--- src/rtl/bp_pkg.sv ---
// bp_pkg: shared 2-bit saturating counter encoding and update helper for the branch predictor.
package bp_pkg;
    localparam int CNT_W = 2;
    typedef logic [CNT_W-1:0] cnt_t;
    localparam cnt_t CNT_SNT = 2'b00;
    localparam cnt_t CNT_WNT = 2'b01;
    localparam cnt_t CNT_WT  = 2'b10;
    localparam cnt_t CNT_ST  = 2'b11;
    localparam cnt_t CNT_RST = CNT_WNT;

    function automatic cnt_t cnt_update(input cnt_t c, input logic taken);
        return taken ? ((c == CNT_ST) ? c : c + 2'd1) : ((c == CNT_SNT) ? c : c - 2'd1);
    endfunction
endpackage

--- src/rtl/branch_predictor_bht.sv ---
// branch_history_table: array of 2-bit counters, async read, sync saturating write.
// A read and write to the same entry in one cycle returns the old value.
module branch_history_table
    import bp_pkg::*;
#(
    parameter int INDEX_BITS = 6
) (
    input  logic                  clk,
    input  logic                  reset,
    input  logic [INDEX_BITS-1:0] rd_idx_i,
    output cnt_t                  rd_cnt_o,
    input  logic                  we_i,
    input  logic [INDEX_BITS-1:0] wr_idx_i,
    input  logic                  taken_i
);
    localparam int DEPTH = 1 << INDEX_BITS;

    cnt_t table_q [DEPTH];
    cnt_t cnt_d;

    assign rd_cnt_o = table_q[rd_idx_i];
    assign cnt_d    = cnt_update(table_q[wr_idx_i], taken_i);

    always_ff @(posedge clk) begin
        if (reset) begin
            for (int i = 0; i < DEPTH; i++) table_q[i] <= CNT_RST;
        end else if (we_i) begin
            table_q[wr_idx_i] <= cnt_d;
        end
    end
endmodule

--- src/rtl/branch_predictor.sv ---
// branch_predictor: gshare-indexed 2-bit counter predictor producing the F-stage next PC
// and the D-stage correction PC; history is updated only at resolution.
module branch_predictor
    import bp_pkg::*;
#(
    parameter int PC_WIDTH   = 32,
    parameter int PC_STEP    = 1,
    parameter int INDEX_BITS = 6,
    parameter int GHR_BITS   = 4,
    parameter int GSHARE     = 1
) (
    input  logic                clk,
    input  logic                reset,
    input  logic [PC_WIDTH-1:0] pcF,
    input  logic                branchF,
    input  logic [PC_WIDTH-1:0] targetF,
    input  logic                stall,
    input  logic                flush,
    input  logic                branchD,
    input  logic                takenBranchD,
    output logic                prediction,
    output logic [PC_WIDTH-1:0] nextPC,
    output logic                predictionD,
    output logic                cpcSignal,
    output logic [PC_WIDTH-1:0] cpc
);
    logic [INDEX_BITS-1:0] idx_f, idx_q;
    logic [GHR_BITS-1:0]   ghr_q, ghr_d;
    logic [PC_WIDTH-1:0]   fall_f, fall_q, target_q;
    logic                  pred_q, train;
    cnt_t                  cnt_f;

    branch_history_table #(.INDEX_BITS(INDEX_BITS)) u_bht (
        .clk      (clk),
        .reset    (reset),
        .rd_idx_i (idx_f),
        .rd_cnt_o (cnt_f),
        .we_i     (train),
        .wr_idx_i (idx_q),
        .taken_i  (takenBranchD)
    );

    always_comb begin
        fall_f      = pcF + PC_WIDTH'(PC_STEP);
        idx_f       = (GSHARE != 0) ? pcF[INDEX_BITS-1:0] ^ INDEX_BITS'(ghr_q) : pcF[INDEX_BITS-1:0];
        prediction  = branchF & cnt_f[1];
        predictionD = pred_q;
        cpcSignal   = branchD & (takenBranchD ^ pred_q);
        cpc         = pred_q ? fall_q : target_q;
        nextPC      = cpcSignal ? cpc : (prediction ? targetF : fall_f);
        train       = branchD & ~stall;
        // Truncating cast keeps the newest GHR_BITS outcomes, valid down to GHR_BITS == 1.
        ghr_d       = GHR_BITS'({ghr_q, takenBranchD});
    end

    always_ff @(posedge clk) begin
        if (reset) ghr_q <= '0;
        else if (train) ghr_q <= ghr_d;
    end

    // D register: stall holds (beats flush), flush squashes the wrong-path fetch.
    always_ff @(posedge clk) begin
        if (reset || (!stall && flush)) begin
            pred_q   <= 1'b0;
            idx_q    <= '0;
            target_q <= '0;
            fall_q   <= '0;
        end else if (!stall) begin
            pred_q   <= prediction;
            idx_q    <= idx_f;
            target_q <= targetF;
            fall_q   <= fall_f;
        end
    end
endmodule

--- config.mk ---
export PLATFORM = sky130hd
export DESIGN_NAME = branch_predictor
export DESIGN_NICKNAME = d
export VERILOG_FILES = /design/src/rtl/bp_pkg.sv /design/src/rtl/branch_predictor_bht.sv /design/src/rtl/branch_predictor.sv
export SDC_FILE = /design/constraint.sdc
export NUM_CORES = 1
export LEC_CHECK = 0
export ABC_AREA = 1
export CAP_MARGIN = 10
export CORE_ASPECT_RATIO = 0.5
export CORE_MARGIN = 3
export CORE_UTILIZATION = 50
export DETAILED_ROUTE_END_ITERATION = 10
export PLACE_DENSITY = 0.73
export RECOVER_POWER = 50
export REMOVE_ABC_BUFFERS = 1
export SLEW_MARGIN = 25
export SYNTH_ARGS = -nofsm -noshare
export SYNTH_HDL_FRONTEND = slang
export SYNTH_HIERARCHICAL = 1
export SYNTH_SLANG_ARGS = --single-unit
--- constraint.sdc ---
create_clock -name clk -period 3.3 [get_ports clk]
set_input_delay 0.66 -clock clk [delete_from_list [all_inputs] [get_ports clk]]
set_output_delay 0.66 -clock clk [all_outputs]
set_load 0.01 [all_outputs]
==> results.toml, run 1 <==
[placement]
placed_cells = 2309
gp_congestion = 0.918
placed_cell_area_um2 = 14600
hpwl_um = 25300
portBuffers = 137
dp_worst_setup_slack_ns = -1.12

[run]
drv_cap = 1

[run_status]
status = "complete, but fails checks"
violations = "max-capacitance violations, max-slew violations, negative setup slack"

[setup_path]
crit_type = "flop to output pin"
critPathCaptureType = "output pin"
cp_max_fo = 8
path_cells = "xor2_4 -> buf_6 -> buf_12 -> buf_16 -> a21oi_2 -> o21ai_1 -> o211ai_1 -> o211ai_1 -> nand3_1 -> nand3_2 -> nand2_4 -> nand2_4 -> buf_12 -> buf_6 -> buf_6 -> nor2_1 -> nor2_1 -> nand2_1 -> nand2_1 -> buf_2"
crit_top_cell = "buf_6"
crit_path_start_kind = "flop"
cp.arrival_ns = 2.98
critical_path.max_stage_delay_ns = 0.36
slowest_stage = "dfxtp_4"
cp.required_ns = 2.64

[timing]
fin_ws_ns = -0.339
worstMarginPinSlew_ns = 1.53
fin_worst_skew_ns = 0.0116
period_minus_slack_ns = 3.64
drv_slew = 76
maxSlewHeadroom_pct = -1.96
final-hold-violation-count = 0
fmax_mhz = 275
setup_violations = 33
rsz0062_at_grt = "true"
fin_crit_sh_pct = 110

[floorplanning]
initial_core_util_pct = 51.5
rows = 40
fp.dieArea_um2 = 27000
core_area_um2 = 24300
io-pin-count = 138
die_w_um = 230
fp.dieH_um = 118

[grt]
grt_antenna_before_repair = 4
grt_overflow = 0
grt_pass1_vias = 11600
grt_max_degree = 78
grt_pass1_wl_um = 60700
grt_usage_pct = 27.8

[pwr]
p_leak_nw = 6.64
ir_worst_vdd_mv = 0.317
power_density_nw_per_um2 = 423
p_total_w = 0.00666

[clocking]
cts_tree = "done"
hold_buffers = 0
clkLatencyLatePin_ns = 0.52
clockRootBuffer = "clkbuf_16"
cts_buffer_depth = 3
numCtsBuffers = 21
numClockSinks = 203
clkTransAtPathRegs_ns = 0.07
h-tree-depth = 1

[finish]
utilization_pct = 64.8
final_area_um2 = 15700
final_cells = 2367
syn_to_final_growth_pct = 26.0
drive_gt1_share_pct = 13.1
finalNetCount = 2087

[logic_synthesis]
syn_area_per_cell_um2 = 6.72
ys_warn_count = 6
synth_cells = 1858
synth.cell_area_um2 = 12500

[routing]
vias_per_cell = 5.35
drt-initial-drc-count = 1306
num_vias = 12700
totalWireLength_um = 39200
drc = 0
ant_nets = 0
routedWlPerCell_um = 16.5
drt-pass1-iter-count = 6

[hold_path]
hp-class = "flop to flop"
==> final cells by class <==
class	count	area, um^2
multi-input cells	1341	6150
diodes	3	7.51
clock buffers	26	576
clock inverters	10	81.3
fillers	2118	8530
inverters	201	776
repair buffers	247	2380
flip-flops and latches	203	5350
well taps	336	420
==> critical path, delay by kind of cell (launching register included) <==
kind | cells | cell delay [ns]
buf+inv | 7 | 0.91
simple gates | 8 | 0.62
compound gates | 4 | 0.41
flops | 1 | 0.36
xor+xnor | 1 | 0.16
==> metrics by stage <==
stage / hold slack, ns / TNS, ns
finish: 0.464 / -8.17
global route: 0.480 / -11.85
CTS: 0.465 / -7.56
detailed placement: 0.456 / -32.77
global placement: 0.451 / -32.81
floorplan: 0.443 / -258.13
==> worst paths after layout <==
path                                                from                                 end  slack [ns]  depth (start not counted)
worst max-delay path               ghr_q[1]$_SDFFE_PP0P_                          nextPC[21]       -0.34                         20
worst min-delay path            target_q[5]$_SDFFE_PP0N_            target_q[5]$_SDFFE_PP0N_        0.46                          2
worst max register to register     idx_q[0]$_SDFFE_PP0N_  u_bht/table_q[51][1]$_SDFFCE_PN0P_        0.61                         14
worst min register to register  target_q[5]$_SDFFE_PP0N_            target_q[5]$_SDFFE_PP0N_        0.46                          2
==> cell usage in the layout, fill, tap and decap left out, types with 6 or more instances in the layout <==
master	n
buf_12	18
clkbuf_1	9
nand2_2	11
dfxtp_1	72
o21ai_2	6
a21oi_2	15
nor2_2	11
o211ai_1	18
o21ai_1	27
a21oi_1	72
clkdlybuf4s50_1	98
clkbuf_16	22
buf_6	17
buf_2	31
inv_1	194
nor2_4	23
xnor2_1	6
nand3_1	145
nand2_4	8
nor2_1	272
nand2_1	634
o21ai_0	50
buf_4	65
edfxtp_1	128
==> per-layer routing <==
metal	GRT usage [%]	up-vias	routed length (um)
met5	0	-	13
met3	5.80	100	3740
met2	43.6	597	17300
met1	38.1	5808	16800
li1	-	6150	-
met4	10.1	2	1340
==> registers in the layout (all words and copies together) (netlist names) <==
register       flops
u_bht/table_q    128
ghr_q              4
fall_q            32
predictionD        1
target_q          32
idx_q              6
==> report_power, final <==
group / switching (W) / internal (W)
Sequential: 0.0000493 / 0.00277
Combinational: 0.000926 / 0.000584
Clock: 0.00102 / 0.00132
Total: 0.00199 / 0.00467
==> what timing repair did <==
action,CTS,global route
gates resized for setup,238,50
buffers inserted,10,3
pin swaps,46,44
setup endpoints to repair,33,33
cloned,9,0
Note: power is estimated with default switching activity, not from simulation.
==> run 2, diff against run 1 <==
--- a/config.mk
+++ b/config.mk
@@ -8,7 +8,7 @@
 export ABC_AREA = 1
 export CAP_MARGIN = 10
 export CORE_ASPECT_RATIO = 0.5
-export CORE_MARGIN = 3
+export CORE_MARGIN = 5
 export CORE_UTILIZATION = 50
 export DETAILED_ROUTE_END_ITERATION = 10
 export PLACE_DENSITY = 0.73
==> run 2 against run 1 <==
Effect of this change: the flow still finishes with violations (max-capacitance violations, max-slew violations, negative setup slack); sequential share of layout area grew 0.41 points; worst setup slack worse by 0.088 ns; clock-buffer cell count is 2 lower; via count about the same; routed wire length rose by 0.26%; fmax shrank 2.3%; non-clock buffer count shrank 4; first-iteration DRC count rose by 9.0%; final area shrank 1.1%; total power is 0.58% lower; largest cell class unchanged; largest power group unchanged.
==> results.toml, run 2 (synthesis results as in run 1) <==
[run_status]
status = "complete, but fails checks"
violations = "max-capacitance violations, max-slew violations, negative setup slack"

[clocking]
numClockSinks = 203
clkLatencyLatePin_ns = 0.54
cts_tree = "done"
clockRootBuffer = "clkbuf_16"
cts_buffer_depth = 3
numCtsBuffers = 21
hold_buffers = 0
clkTransAtPathRegs_ns = 0.06
h-tree-depth = 1

[floorplanning]
fp.dieH_um = 122
die_w_um = 234
core_area_um2 = 24300
fp.dieArea_um2 = 28400
rows = 40
io-pin-count = 138
initial_core_util_pct = 51.5

[setup_path]
r2r_cells = 13
critPathCaptureType = "output pin"
rr_startpoint = "idx_q[2]$_SDFFE_PP0N_"
reg2reg_slack_ns = 0.45
r2r-end = "u_bht/table_q[4][1]$_SDFFCE_PN0P_"
crit_path_start_kind = "flop"
crit_type = "flop to output pin"
startpoint = "ghr_q[0]$_SDFFE_PP0P_"
cp.arrival_ns = 3.07
cp_max_fo = 18
cp.required_ns = 2.64

[timing]
fin_ws_ns = -0.426
worstMarginPinSlew_ns = 1.59
fin_worst_skew_ns = 0.0291
final-hold-violation-count = 0
rsz0062_at_grt = "true"
setup_tns_ns = -10.30
maxSlewHeadroom_pct = -6.31
fmax_mhz = 268
fin_crit_sh_pct = 113
drv_slew = 76
setup_violations = 33
period_minus_slack_ns = 3.73

[run]
drv_cap = 1

[finish]
utilization_pct = 64.1
seqCellArea_um2 = 5350
drive_gt1_share_pct = 12.5
multiInputGateArea_um2 = 6060
finalNetCount = 2083
nFillCells = 2163
most-common-layout-cells = "nand2_1 (633), nor2_1 (277), inv_1 (194)"
layout_commonest_cell = "nand2_1"
largest-register = "u_bht/table_q"
final_cells = 2363
top_regs = "u_bht/table_q x128, fall_q x32, target_q x32"
largest_register_ffs = 128
syn_to_final_growth_pct = 24.6

[placement]
portBuffers = 137
dp_worst_setup_slack_ns = -1.18
gp_congestion = 0.908
hpwl_um = 25800
placed_cells = 2303

[grt]
grt_overflow = 0
grt_antenna_before_repair = 1
grt_usage_pct = 26.9
grt_pass1_wl_um = 61600
grt_max_degree = 78
grt_pass1_vias = 11600

[pwr]
seq_power_share_pct = 42.6
intPower_w = 0.00460
p_leak_nw = 6.60
power_density_nw_per_um2 = 426
p_total_w = 0.00662
swShare_pct = 30.6
clkPwrFrac_pct = 35.1
p_sw_w = 0.00202
ir_worst_vdd_mv = 0.389
pwr-share-comb_pct = 22.3

[routing]
drt-pass1-iter-count = 6
ant_nets = 0
totalWireLength_um = 39300
drt-initial-drc-count = 1424
drc = 0
routedWlPerCell_um = 16.6
num_vias = 12600
vias_per_cell = 5.35

[hold_path]
hp-class = "flop to flop"
whs_endpoint = "target_q[14]$_SDFFE_PP0N_"
min-delay-start = "target_q[14]$_SDFFE_PP0N_"
whs_path_depth = 2
-- run 2: layout make-up --
type                    instances  share of cell area [%]
diodes                          1                  0.0161
repair buffers                243                    14.9
inverters                     201                    4.92
clock buffers                  24                    3.45
well taps                     336                    2.70
multi-input cells            1341                    38.9
clock inverters                14                   0.700
flip-flops and latches        203                    34.4
-- run 2: timing repair --
action                                  in CTS  in global routing
resized for setup                          231                 14
gates cloned                                 8                  1
setup buffers                               12                  1
endpoints found under the setup margin      33                 33
pin swaps                                   40                  9
-- run 2: through the flow --
stage | hold slack (ns) | cell area (um^2)
2_1_floorplan | 0.443 | 11900
3_3_place_gp | 0.452 | 14500
3_5_place_dp | 0.456 | 14500
4_1_cts | 0.465 | 15500
5_1_grt | 0.477 | 15600
6_report | 0.465 | 15600
-- run 2: how the worst max path moves through the flow --
stage                     cells after the start        end
after floorplan                              13  nextPC[3]
after global placement                       16  nextPC[4]
after detailed placement                     16  nextPC[4]
after CTS                                    19  nextPC[4]
after global routing                         17  nextPC[4]
final                                        18  nextPC[4]
-- run 2: power groups by stage --
stage                     logic, W  clock network (W)  registers (W)
after floorplan           0.000687                  0        0.00287
after global placement     0.00136                  0        0.00287
after detailed placement   0.00137                  0        0.00288
after CTS                  0.00144            0.00235        0.00282
after global routing       0.00161            0.00245        0.00283
final                      0.00147            0.00232        0.00282
-- run 2: worst max-delay path: stages (launching register included) --
cell and delay [ns]:
dfxtp_4 0.37, xor2_4 0.16, buf_12 0.14, inv_2 0.05, buf_12 0.14, o21ai_0 0.18, o22ai_1 0.10, o211ai_1 0.20
nand3_1 0.11, nand3_2 0.11, nand2_4 0.07, nand2_4 0.08, buf_12 0.13, inv_8 0.04, buf_12 0.13, a21oi_4 0.13
o21ai_2 0.07, o21a_1 0.15, buf_2 0.15
-- run 2: per-layer routing --
layer	global-route usage [%]	vias to the layer above	part of all wire, %
li1	-	6163	-
met1	37.2	5723	42
met2	42.5	655	44
met3	5.80	104	10
met4	9.01	0	3.7
met5	0	-	0
==> run 3, diff against run 2 <==
--- a/config.mk
+++ b/config.mk
@@ -11,9 +11,10 @@
 export CORE_MARGIN = 5
 export CORE_UTILIZATION = 50
 export DETAILED_ROUTE_END_ITERATION = 10
-export PLACE_DENSITY = 0.73
+export PLACE_DENSITY = 0.7
 export RECOVER_POWER = 50
 export REMOVE_ABC_BUFFERS = 1
+export SKIP_LAST_GASP = 1
 export SLEW_MARGIN = 25
 export SYNTH_ARGS = -nofsm -noshare
 export SYNTH_HDL_FRONTEND = slang
==> constraint.sdc (replaced) <==
create_clock -name clk -period 3.75 [get_ports clk]
set_input_delay 0.75 -clock clk [delete_from_list [all_inputs] [get_ports clk]]
set_output_delay 0.75 -clock clk [all_outputs]
set_load 0.01 [all_outputs]
==> run 3 against run 2 <==
Effect of this change: the flow still finishes with violations (max-capacitance violations, max-slew violations, negative setup slack); critical path type unchanged; global-route usage down 0.12 points; die area stayed put; clock skew shrank 0.013 ns; combinational power shrank 13%; sequential share of layout area up 0.28 points; clock-buffer cell count is 1 lower; routed wire length grew 0.28%; worst setup slack better by 0.42 ns; total power decreased by 11%.
==> results.toml, run 3 (synthesis results as in run 1) <==
[routing]
vias_per_cell = 5.33
num_vias = 12500
drc = 0
routedWlPerCell_um = 16.8
drt-initial-drc-count = 1415
totalWireLength_um = 39400
ant_nets = 0
drt-pass1-iter-count = 6

[timing]
fin_crit_sh_pct = 100
worstMarginPinSlew_ns = 1.64
fin_worst_skew_ns = 0.0157
drv_slew = 76
final-hold-violation-count = 0
maxSlewHeadroom_pct = -9.25
rsz0062_at_grt = "true"
fmax_mhz = 266
fin_ws_ns = -0.00599
period_minus_slack_ns = 3.76
setup_violations = 1

[floorplanning]
core_area_um2 = 24300
initial_core_util_pct = 51.5
fp.dieH_um = 122
die_w_um = 234
rows = 40
io-pin-count = 138
fp.dieArea_um2 = 28400

[grt]
grt_pass1_wl_um = 60800
grt_max_degree = 78
grt_pass1_vias = 11300
grt_usage_pct = 26.8
grt_overflow = 0
grt_antenna_before_repair = 2

[placement]
gp_congestion = 0.992
hpwl_um = 25700
dp_worst_setup_slack_ns = -0.888
placed_cells = 2282
portBuffers = 137

[finish]
drive_gt1_share_pct = 11.3
top_regs = "u_bht/table_q x128, fall_q x32, target_q x32"
finalNetCount = 2062
final_cells = 2341
largest_register_ffs = 128
nFillCells = 2212
layout_commonest_cell = "nand2_1"
most-common-layout-cells = "nand2_1 (639), nor2_1 (282), inv_1 (193)"
syn_to_final_growth_pct = 23.5
largest-register = "u_bht/table_q"

[clocking]
h-tree-depth = 1
clkTransAtPathRegs_ns = 0.07
clkLatencyLatePin_ns = 0.52
numClockSinks = 203
clockRootBuffer = "clkbuf_16"
cts_buffer_depth = 3
numCtsBuffers = 20
hold_buffers = 0
cts_tree = "done"

[setup_path]
r2r_cells = 10
crit_path_start_kind = "flop"
critPathCaptureType = "output pin"
cp.arrival_ns = 3.01
cp.required_ns = 3.00
cp_max_fo = 8
crit_type = "flop to output pin"
rr_startpoint = "idx_q[2]$_SDFFE_PP0N_"
startpoint = "ghr_q[1]$_SDFFE_PP0P_"

[hold_path]
hp-class = "flop to flop"
whs_path_depth = 2
min-delay-start = "target_q[31]$_SDFFE_PP0N_"

[pwr]
ir_worst_vdd_mv = 0.233
p_total_w = 0.00590
power_density_nw_per_um2 = 382
p_leak_nw = 6.52

[run]
drv_cap = 1

[run_status]
violations = "max-capacitance violations, max-slew violations, negative setup slack"
status = "complete, but fails checks"
==> run 3: worst paths after layout <==
check | end | slack, ns
worst max-delay path | nextPC[2] | -0.006
worst min register to register | target_q[31]$_SDFFE_PP0N_ | 0.46
worst max register to register | u_bht/table_q[9][0]$_SDFFCE_PN1P_ | 0.68
worst min-delay path | target_q[31]$_SDFFE_PP0N_ | 0.46
==> run 3: layer usage <==
metal / part of all wire (%) / GRT usage, % / up-vias
li1: - / - / 6116
met1: 42 / 36.6 / 5694
met2: 45 / 42.9 / 562
met3: 9.7 / 5.50 / 96
met4: 3.7 / 9.34 / 2
met5: 0.033 / 0 / -
==> run 3: layout make-up <==
cell class	instances	area (um^2)	share of cell area, %
clock inverters	13	139	0.900
well taps	336	420	2.73
repair buffers	223	2170	14.1
multi-input cells	1341	6040	39.1
inverters	201	761	4.93
diodes	1	2.50	0.0162
clock buffers	23	543	3.52
flip-flops and latches	203	5350	34.7
==> run 3: worst max-delay path, cell delays in order, from the launching register on <==
cell and delay [ns]:
dfxtp_2 0.33, xor2_2 0.19, buf_6 0.14, buf_12 0.13, clkinvlp_4 0.15, o21ai_1 0.09, o221ai_1 0.17, o211ai_1 0.13
nand3_1 0.10, nand3_1 0.08, nand2_2 0.17, nand2_8 0.12, buf_12 0.18, buf_16 0.14, nand2_4 0.07, o21ai_2 0.05
o21ai_1 0.11, buf_2 0.15
==> run 3: through the flow <==
stage                     utilization (%)  TNS (ns)  hold slack [ns]  cell area, um^2
after floorplan                         -   -191.26            0.443            11900
after global placement               59.3    -25.70            0.453            14400
after detailed placement             59.3    -25.63            0.456            14400
after CTS                            63.2   -0.0226            0.465            15300
after global routing                 63.6     -2.95            0.480            15400
final                                63.6  -0.00599            0.462            15400
==> run 3: repair_timing <==
item                                    in CTS  in global routing
pin swaps                                   20                 40
gates cloned                                 7                  1
endpoints found under the setup margin      33                 33
hold endpoints to repair                     0                  0
buffers inserted                            11                  6
gates resized for setup                    183                 57
==> run 3: power by group <==
group	total [W]	switching [W]	internal (W)
sequential	0.00248	0.0000479	0.00244
combinational	0.00128	0.000788	0.000493
clock	0.00213	0.000888	0.00124
total	0.00590	0.00172	0.00417
